--- src/rtl/vec_pkg.sv ---
// Shared definitions for the vector lane sequencer: default geometry,
// lane op codes and the sequencer state encoding.
package vec_pkg;
  localparam int VEC_LANES = 5;
  localparam int VEC_WIDTH = 32;

  localparam logic [2:0] VOP_ADD = 3'b000;
  localparam logic [2:0] VOP_SUB = 3'b001;
  localparam logic [2:0] VOP_AND = 3'b010;
  localparam logic [2:0] VOP_OR  = 3'b011;

  typedef enum logic [1:0] {S_IDLE, S_RUN, S_DONE} state_t;
endpackage

--- src/rtl/vec_lane_alu.sv ---
// One combinational WIDTH-bit lane ALU with NZCV outputs.
// Any op with bit 2 set is a pass-through copy of a.
module vec_lane_alu
  import vec_pkg::*;
#(
  parameter int WIDTH = VEC_WIDTH
) (
  input  logic [WIDTH-1:0] a,
  input  logic [WIDTH-1:0] b,
  input  logic [2:0]       op,
  output logic [WIDTH-1:0] y,
  output logic             n,
  output logic             z,
  output logic             c,
  output logic             v
);
  logic             w_sub;
  logic [WIDTH-1:0] w_bb;
  logic [WIDTH:0]   w_sum;

  // SUB reuses the adder as a + ~b + 1, so carry-out means "no borrow".
  assign w_sub = (op == VOP_SUB);
  assign w_bb  = w_sub ? ~b : b;
  assign w_sum = {1'b0, a} + {1'b0, w_bb} + {{WIDTH{1'b0}}, w_sub};

  always_comb begin
    y = a;
    c = 1'b0;
    v = 1'b0;
    if (!op[2]) begin
      case (op[1:0])
        2'b00, 2'b01: begin
          y = w_sum[WIDTH-1:0];
          c = w_sum[WIDTH];
          v = (a[WIDTH-1] == w_bb[WIDTH-1]) && (w_sum[WIDTH-1] != a[WIDTH-1]);
        end
        2'b10:   y = a & b;
        default: y = a | b;
      endcase
    end
  end

  assign n = y[WIDTH-1];
  assign z = (y == '0);
endmodule

--- src/rtl/vec_lane_seq.sv ---
// Multicycle vector sequencer: captures a source vector and scalar, runs one
// shared lane ALU over the lanes one per cycle, then strobes the result out.
module vec_lane_seq
  import vec_pkg::*;
#(
  parameter int LANES = VEC_LANES,
  parameter int WIDTH = VEC_WIDTH
) (
  input  logic                   clk,
  input  logic                   reset,
  input  logic                   start,
  input  logic [2:0]             ALUControl,
  input  logic [LANES*WIDTH-1:0] vec_in,
  input  logic [WIDTH-1:0]       imm32,
  input  logic [3:0]             vd,
  output logic                   busy,
  output logic                   stall,
  output logic                   done,
  output logic                   vec_we,
  output logic [3:0]             vec_wa,
  output logic [LANES*WIDTH-1:0] vec_out,
  output logic [3:0]             ALUFlags
);
  localparam int IW = (LANES > 1) ? $clog2(LANES) : 1;
  localparam logic [IW-1:0] LAST = IW'(LANES - 1);

  state_t                 r_state;
  logic [IW-1:0]          r_idx;
  logic [LANES*WIDTH-1:0] r_src;
  logic [WIDTH-1:0]       r_imm;
  logic [2:0]             r_op;
  logic [3:0]             r_wa;
  logic [LANES*WIDTH-1:0] r_out;
  logic                   r_n, r_z, r_c, r_v;

  logic [WIDTH-1:0] w_a, w_y;
  logic             w_n, w_z, w_c, w_v;
  logic             w_accept;

  assign w_a = r_src[r_idx*WIDTH +: WIDTH];

  vec_lane_alu #(.WIDTH(WIDTH)) u_alu (
    .a  (w_a),
    .b  (r_imm),
    .op (r_op),
    .y  (w_y),
    .n  (w_n),
    .z  (w_z),
    .c  (w_c),
    .v  (w_v)
  );

  assign w_accept = (r_state == S_IDLE) && start;

  always_ff @(posedge clk or negedge reset) begin
    if (!reset) begin
      r_state <= S_IDLE;
      r_idx   <= '0;
      r_src   <= '0;
      r_imm   <= '0;
      r_op    <= '0;
      r_wa    <= '0;
      r_out   <= '0;
      r_n     <= 1'b0;
      r_z     <= 1'b0;
      r_c     <= 1'b0;
      r_v     <= 1'b0;
    end else begin
      case (r_state)
        S_IDLE: if (start) begin
          r_src   <= vec_in;
          r_imm   <= imm32;
          r_op    <= ALUControl;
          r_wa    <= vd;
          r_out   <= '0;
          r_idx   <= '0;
          r_n     <= 1'b0;
          r_z     <= 1'b0;
          r_c     <= 1'b0;
          r_v     <= 1'b0;
          r_state <= S_RUN;
        end
        S_RUN: begin
          r_out[r_idx*WIDTH +: WIDTH] <= w_y;
          r_n <= r_n | w_n;
          r_c <= r_c | w_c;
          r_v <= r_v | w_v;
          // Z is an AND over lanes, so lane 0 seeds it instead of the cleared value.
          r_z <= (r_idx == '0) ? w_z : (r_z & w_z);
          r_idx <= r_idx + 1'b1;
          if (r_idx == LAST) r_state <= S_DONE;
        end
        S_DONE:  r_state <= S_IDLE;
        default: r_state <= S_IDLE;
      endcase
    end
  end

  assign busy     = (r_state == S_RUN) || (r_state == S_DONE);
  assign stall    = w_accept || (r_state == S_RUN);
  assign done     = (r_state == S_DONE);
  assign vec_we   = done;
  assign vec_wa   = r_wa;
  assign vec_out  = r_out;
  assign ALUFlags = {r_n, r_z, r_c, r_v};
endmodule

--- config.mk ---
export PLATFORM = sky130hd
export DESIGN_NAME = vec_lane_seq
export DESIGN_NICKNAME = d
export VERILOG_FILES = /design/src/rtl/vec_pkg.sv /design/src/rtl/vec_lane_alu.sv /design/src/rtl/vec_lane_seq.sv
export SDC_FILE = /design/constraint.sdc
export NUM_CORES = 1
export LEC_CHECK = 0
export CORE_MARGIN = 2
export CORE_UTILIZATION = 35
export CTS_BUF_LIST = sky130_fd_sc_hd__clkbuf_8
export DETAILED_ROUTE_END_ITERATION = 8
export DONT_BUFFER_PORTS = 1
export GPL_ROUTABILITY_DRIVEN = 0
export GPL_TIMING_DRIVEN = 0
export PLACE_DENSITY_LB_ADDON = 0.15
export SLEW_MARGIN = 20
export SYNTH_ARGS = -nofsm -noshare
export SYNTH_HDL_FRONTEND = slang
export SYNTH_SLANG_ARGS = --single-unit
--- constraint.sdc ---
create_clock -name clk -period 14.2 [get_ports clk]
set_clock_uncertainty 0.15 [all_clocks]
set_input_delay 2.13 -clock clk [delete_from_list [all_inputs] [get_ports clk]]
set_output_delay 2.13 -clock clk [all_outputs]
set_load 0.05 [all_outputs]
# Word-level counts from Yosys, hierarchy flattened
# Cells that the tools add are included.
# classes
bitwise_logic	7
addsub	4
shifts	3
reduce_logical	13
mux	21
eq_ne	10
# op_table
op	n
160-bit case mux with 2 select lines	1
160-bit bitwise mux	1
160-bit two-way mux	1
32-bit by 34-bit variable shift with 160-bit output (first input constant)	1
160-bit by 9-bit indexed part select with 32-bit output	1
32-bit by 34-bit indexed part select with 160-bit output	1
32-bit two-way mux	2
32-bit case mux with 2 select lines	1
8-bit negation with 34-bit output	1
32-bit by 32-bit adder with 33-bit output	1
33-bit by 1-bit adder with 33-bit output	1
32-bit bitwise AND	1
32-bit zero test	1
32-bit inverter	1
32-bit bitwise OR	1
1-bit case mux with 2 select lines	4
1-bit two-way mux	6
3-bit case mux with 2 select lines	1
2-bit AND reduction	3
2-bit by 1-bit == test with 1-bit output (second input constant)	2
2-bit == test (second input constant)	2
2-bit zero test	2
2-bit two-way mux	2
2-bit inequality test (second input constant)	2
14 further kinds	18
# totals
ff_bits	368
inputBits	202
elab_cells	69
output_inout_bits	172

# Logic depth before layout (Yosys ltp)
# Gate-level depths: netlist (run 1).
# depth
word_depth	10
ltp_mapped	22
mapped_depth_nobuf	15

# Hierarchy
# A second synthesis (run 1) with hierarchy kept.
# unflattened
hier_cells	1876
hier_area_um2	20200.6
# modules_own_cells
module	cells_per_inst	n_inst	area_per_inst_um2	seq_area_each_um2
vec_lane_seq	1374	1	16913.7	9208.8
vec_lane_alu	502	1	3286.9	0.0

# Least setup slack after synthesis (run 1)
# Ideal clock, no wire load.
# synth_path
kind	in2out
startpoint	input port start
endpoint	output port stall
path_stages	4
arrival_time_ns	3.225
required_time_ns	11.920
setup_slack_ns	8.695
path_buffers	2
path_cell_list	nand2_1 -> clkbuf_1 -> clkbuf_1 -> nand2_1
# synth_via
elab_chain_cells	2
# synth_rtl
item	line	source
from (decl)	vec_lane_seq.sv:11	input logic start,
1-bit logical AND	vec_lane_seq.sv:53	assign w_accept = (r_state == S_IDLE) && start;
1-bit logical OR	vec_lane_seq.sv:100	assign stall = w_accept || (r_state == S_RUN);
to (decl)	vec_lane_seq.sv:17	output logic stall,
# No other way between the ends.

# Final worst setup path (run 1)
# layout_path
startpoint	register r_idx[0]
endpoint	register r_z
# layout_via
elab_chain_cells	9
elab_cells_between_ends	12
cone_classes	add/sub (2); shift (1); mux (4); bitwise (3); reduce/logical (2)
# layout_rtl
item	line	source
from (decl)	vec_lane_seq.sv:28	logic [IW-1:0] r_idx;
from (signal assigned)	vec_lane_seq.sv:90	r_idx <= r_idx + 1'b1;
160-bit by 9-bit indexed part select with 32-bit output	vec_lane_seq.sv:40	assign w_a = r_src[r_idx*WIDTH +: WIDTH];
32-bit by 32-bit adder with 33-bit output	vec_lane_alu.sv:24	assign w_sum = {1'b0, a} + {1'b0, w_bb} + {{WIDTH{1'b0}}, w_sub};
33-bit by 1-bit adder with 33-bit output	vec_lane_alu.sv:24	
32-bit case mux with 2 select lines	vec_lane_alu.sv:31	case (op[1:0])
32-bit two-way mux	vec_lane_alu.sv:30	if (!op[2]) begin
32-bit zero test	vec_lane_alu.sv:44	assign z = (y == '0);
1-bit bitwise AND	vec_lane_seq.sv:89	r_z <= (r_idx == '0) ? w_z : (r_z & w_z);
1-bit two-way mux *	vec_lane_seq.sv:89	
1-bit case mux with 2 select lines *	vec_lane_seq.sv:69	case (r_state)
to (signal assigned)	vec_lane_seq.sv:89	
to (decl)	vec_lane_seq.sv:34	logic r_n, r_z, r_c, r_v;
# Mark *: on every way between the ends. The rest lies on a longest branch, timed or not.
# A chain may end at the register's enable or synchronous reset.

==> impl_results.md, run 1 <==
- Slew @ Worst Pin: 1.11 ns
- DRC viols: 0
- First-pass GRT wire length: 95300 um
- DR WL/cell: 26.6 um
- Largest net degree at the start of global routing: 369
- Hold_sp: r_n
- Setup crit end kind: flip-flop
- Ys flop type: dfrtp_1
- Vias post-DR: 14.0k
- Max clock buf depth: 3
- RSZ-0062 raised after global routing: false
- Max_cap viols: 0
- CTS tree: yes
- Warnings from Yosys: 0
- Number of synthesized flops with an enable pin: 0
- Initial antenna violation count: 32
- Pins Over Slew Limit: 0
- Multi-input gate area: 8580 sq um
- I/O pins: 374
- Hpwl dp: 49700 um
- Die W: 233 um
- Slew HR: 25.4%
- Number of port buffers: 0
- Root buf cell: clkbuf_8
- Initial core utilization: 35.2%
- Clock slew at reported path FFs: 0.06 ns
- Routed wire length: 65800 um
- Final nets: 1978
- Vias in the first global route: 14.1k
- Yosys cell types: 84
- Final Hold Fails: 0
- Syn Std Cell Area: 18400 sq um
- Die height: 233 um
- Layout cells sized above 1: 20.0%
- Fin util: 39.6%
- H-tree depth: 3
- CP required: 14.60 ns
- Asr flop ratio synth: 100%
- Gr ovfl total: 0
- Pre-antenna DRT Iters: 5
- CP arrival: 7.58 ns
- Setup CP Type: reg2reg
- Crit path max fanout: 10
- GRT Total Usage: 23.9%
- Fin crit period: 7.18 ns
- RR Startpoint: r_idx[0]
- CTS Sinks: 368
- Clock Latency Late Sink: 0.65 ns
- Row cnt: 84
- Total CTS buffers: 70
- Cell count after synthesis: 1659
- Tightest Hold Check Type: reg2reg
- Hold_buf cts: 0
- Synth Net Count: 1903
- Setup violations, final: 0
- Final period util: 50.6%
- Post-CTS setup buffers: 0
- Iter 0 DRT Violations: 1013
- Crit start category: flip-flop
- Core Region: 52200 sq um
- Die area: 54400 sq um
- Avg Cell Area, Syn: 11.1 sq um
- CTS resizes: 0
- Status: completed
- Post-route setup TNS: 0 ns
- Seq/Total Area, Yosys: 50.1%
- Via-to-Cell Ratio: 5.66
- ANT nets after route: 0
- Worst setup path startpoint: r_idx[0]
- Reg area: 9210 sq um
- Fillers: 5089
- F_max: 139 MHz
- Area growth from synthesis to layout: 12.5%
- Number of synthesized register bits: 368
[layer usage]
layer  vias up  GRT usage (%)  share of wire, %
met5         -              0              0.41
met4        44           5.23               1.7
met3       126           9.48               9.3
met2       538           40.1                48
met1      7075           29.0                40
li1       6220              -                 -
[flip-flops by register name, summed over array words and instances, names as in the netlist, 2 cells and up]
name     cells
r_idx        3
r_imm       32
r_op         3
r_src      160
r_state      2
vec_out    160
vec_wa       4
[through the flow]
step	area [sq um]	setup WS [ns]	hold WS [ns]	cells
global route	20700	6.81	0.360	2470
detailed placement	19300	7.14	0.332	2350
global placement	19300	6.80	0.326	2347
finish	20700	7.02	0.344	2475
floorplan	18400	8.69	0.311	1659
CTS	20700	7.11	0.345	2464
[cells by family (layout without fill, tap and decap cells)]
logic type,count (synthesis),after routing,share of synthesized area [%]
flops,368,368,50.1
simple gates,344,344,8.70
other cells,0,11,0
fa+ha+maj,42,42,2.90
buf+inv,148,265,3.53
mux,252,252,16.1
xor+xnor,45,45,2.14
compound gates,460,460,16.5
[cells in the final DEF (no fill, tap or decap), types with 7 or more instances in the layout]
cell type,Yosys,final
clkbuf_1,88,88
mux4_2,15,15
xnor2_1,39,39
a21oi_1,77,77
nand2_1,153,153
buf_6,9,10
o211ai_1,19,19
clkbuf_8,0,83
nand3_1,18,18
dfrtp_1,368,368
o21ai_1,16,16
mux2i_1,33,33
nor2_1,62,62
nor2b_1,10,10
a21o_1,20,20
inv_1,31,48
buf_4,6,8
and2_1,13,13
ha_1,41,41
a31oi_1,10,10
buf_1,8,8
nand2b_1,7,7
a22o_1,74,74
a211oi_1,9,9
o21ai_0,152,152
and3_1,7,7
nand4_1,14,14
o21a_1,8,8
diode_2,0,11
nor3_1,25,22
o22ai_1,9,9
mux2_2,201,201
a22oi_1,9,9
[cells in the mapped netlist (19+ instances only)]
| cell | n | area (sq um) |
|---|---|---|
| a22o_1 | 74 | 648 |
| a21o_1 | 20 | 150 |
| dfrtp_1 | 368 | 9210 |
| xnor2_1 | 39 | 342 |
| mux2_2 | 201 | 2260 |
| clkbuf_1 | 88 | 330 |
| nand2_1 | 153 | 574 |
| o211ai_1 | 19 | 143 |
| a21oi_1 | 77 | 385 |
| inv_1 | 31 | 116 |
| ha_1 | 41 | 513 |
| nor2_1 | 62 | 233 |
| mux2i_1 | 33 | 330 |
| nor3_1 | 25 | 125 |
| o21ai_0 | 152 | 761 |
[layout make-up]
cell class,count,share of cell area (%)
Buffer,114,2.52
Tap cell,688,4.16
Multi-Input combinational cell,1143,41.5
Clock buffer,83,5.52
Inverter,34,0.617
Sequential cell,368,44.5
Timing Repair Buffer,3,0.127
Antenna cell,11,0.133
Clock inverter,31,0.973
[path summary, 6_finish.rpt]
check                           slack, ns  cells after the start      endpoint
worst max-delay path                 7.02                     18           r_z
worst min-delay path                 0.34                      1           r_n
worst max register to register       7.02                     18           r_z
worst min register to register       0.34                      1           r_n
max in group asynchronous           12.17                      0     vec_wa[0]
min in group asynchronous            1.01                      0  vec_out[109]
[critical path: stages, from the launching register on]
cell and delay (ns):
dfrtp_1 0.47, buf_6 0.21, buf_6 0.19, nor3b_1 0.83
clkbuf_1 0.56, clkbuf_1 0.57, nand2_1 0.12, o221ai_1 0.24
ha_1 0.41, nor3_1 0.43, nor3_1 0.11, a21oi_1 0.53
o211ai_1 0.24, a21boi_0 0.30, xnor2_1 0.11, o21ai_0 0.84
nand2_1 0.09, or4_1 0.50, o31ai_2 0.18
Power of run 1 is left out: the tool's default activity adds up to more than one toggle a clock period on the data nets, which glitch-free logic cannot reach.
==> run 2, diff against run 1 <==
clock period = 7.2 ns   (was 14.2 ns; I/O delays follow)
==> impl_results.md, run 2 (synthesis results as in run 1) <==
- Status: completed
- Routed wire length: 66200 um (+0.56%)
- F_max: 148 MHz (+6.1%)
- RR Startpoint: r_idx[0]
- Pins Over Slew Limit: 0 (unchanged)
- Iter 0 DRT Violations: 1017 (+0.39%)
- Dpl cell area: 19300 sq um (unchanged)
- H-tree depth: 3 (unchanged)
- Total CTS buffers: 70 (unchanged)
- CP required: 7.60 ns (-7.00 ns)
- Core Region: 52200 sq um (unchanged)
- Area growth from synthesis to layout: 13.0%
- Post-Place Setup Slack: 0.140 ns (-7.00 ns)
- Tightest Hold Check Type: in2async
- Most common cell after layout, fill and taps aside: dfrtp_1
- Final nets: 1981 (+0.15%)
- R2R setup slack: 0.43 ns (-6.59 ns)
- Worst r2r dst: r_z
- CP arrival: 7.17 ns (-0.41 ns)
- DR WL/cell: 26.7 um (+0.44%)
- Final Hold Fails: 0 (unchanged)
- CTS tree: yes
- Setup CP Type: reg2reg
- GRT Total Usage: 23.9% (unchanged)
- Vias in the first global route: 14.1k (unchanged)
- Crit path max fanout: 10 (unchanged)
- Final period util: 94.0% (+43 points)
- Dpl cells: 2350 (unchanged)
- RSZ-0062 raised after global routing: false
- CTS Sinks: 368 (unchanged)
- Setup violations, final: 0 (unchanged)
- DRC viols: 0 (unchanged)
- Slew HR: 26.6% (+1.2 points)
- Slew @ Worst Pin: 1.09 ns (-0.0180 ns)
- Number of port buffers: 0 (unchanged)
- I/O pins: 374 (unchanged)
- ANT nets after route: 0 (unchanged)
- Root buf cell: clkbuf_8
- Final Instance Area: 20800 sq um (+0.42%)
- Max Used Layer: met5
- Worst Slack Setup Final: 0.432 ns (-6.59 ns)
- Via-to-Cell Ratio: 5.64 (-0.26%)
- Fin crit period: 6.77 ns (-0.412 ns)
- First-pass GRT wire length: 95300 um (unchanged)
- Clock Latency Late Sink: 0.66 ns (about the same)
- Die W: 233 um (unchanged)
- Layout cells sized above 1: 20.2% (+0.19 points)
- Crit start category: flip-flop
- Vias post-DR: 14.0k (-0.14%)
- Largest net degree at the start of global routing: 369 (unchanged)
- Setup crit end kind: flip-flop
- Max_cap viols: 0 (unchanged)
- Hpwl dp: 49700 um (unchanged)
- Initial core utilization: 35.2% (unchanged)
- Leading cell types in the layout, fill and taps excluded: 368 x dfrtp_1, 201 x mux2_2, 153 x nand2_1
- Die area: 54400 sq um (unchanged)
- Reg2Reg Depth: 19 (+1)
- Gr ovfl total: 0 (unchanged)
- Clock slew at reported path FFs: 0.06 ns (about the same)
- Row cnt: 84 (unchanged)
- Initial antenna violation count: 32 (unchanged)
- Met3 wire len: 5980 um (-2.4%)
- Max clock buf depth: 3 (unchanged)
- Wire length on met2: 31800 um (+0.27%)
- Die height: 233 um (unchanged)
- Post-route non-filler standard cell count: 2478 (+0.12%)
- Pre-antenna DRT Iters: 5 (unchanged)
- Final hold slack: 0.167 ns (-0.178 ns)
- M1 WL: 27100 um (+1.7%)
[run 2: final cells by class]
class	instances	area, sq um
inverter	34	128
fill	5078	31500
buffer	114	522
tap	688	861
sequential	368	9210
clock buffer	83	1140
timing repair buffer	6	109
multi-input combinational	1143	8580
antenna	11	27.5
clock inverter	31	201
[run 2: worst max-delay path, cell delays in order, from the launching register on]
cell      delay (ns)
dfrtp_1         0.51
buf_6           0.24
buf_6           0.24
buf_6           0.23
buf_6           0.22
buf_4           0.30
buf_2           0.46
mux2i_1         0.14
o221ai_1        0.50
ha_1            0.41
nor3_1          0.43
nor3_1          0.11
a21oi_1         0.53
o21a_1          0.32
a311o_1         0.26
nand2_1         0.08
xor2_1          0.14
o21ai_0         0.85
nand3_1         0.22
o31ai_2         0.25
[run 2: how the worst max path moves through the flow]
stage                   from  endpoint  slack, ns  cells after the start
floorplan           r_idx[0]       r_z       2.57                     18
global placement    r_idx[0]       r_z      -0.20                     18
detailed placement  r_idx[0]       r_z       0.14                     18
CTS                 r_idx[0]       r_z       0.11                     18
global route        r_idx[0]       r_z       0.22                     19
finish              r_idx[0]       r_z       0.43                     19
[run 2: per-stage QoR]
stage	TNS (ns)	utilization, %
3_5_place_dp	0	37.0
5_1_grt	0	39.8
3_3_place_gp	-0.202	36.9
6_report	0	39.8
2_1_floorplan	0	-
4_1_cts	0	39.6
[run 2: layer usage]
metal | vias to the layer above | global-route usage (%)
li1 | 6220 | -
met1 | 7070 | 29.0
met2 | 527 | 40.1
met3 | 123 | 9.48
met4 | 44 | 5.23
met5 | - | 0
[run 2: timing repair]
item	CTS	global route
resized for setup	0	2
endpoints found under the setup margin	0	1
hold endpoints to repair	363	170
setup buffers	0	0
Power of run 2 is left out for the same reason.
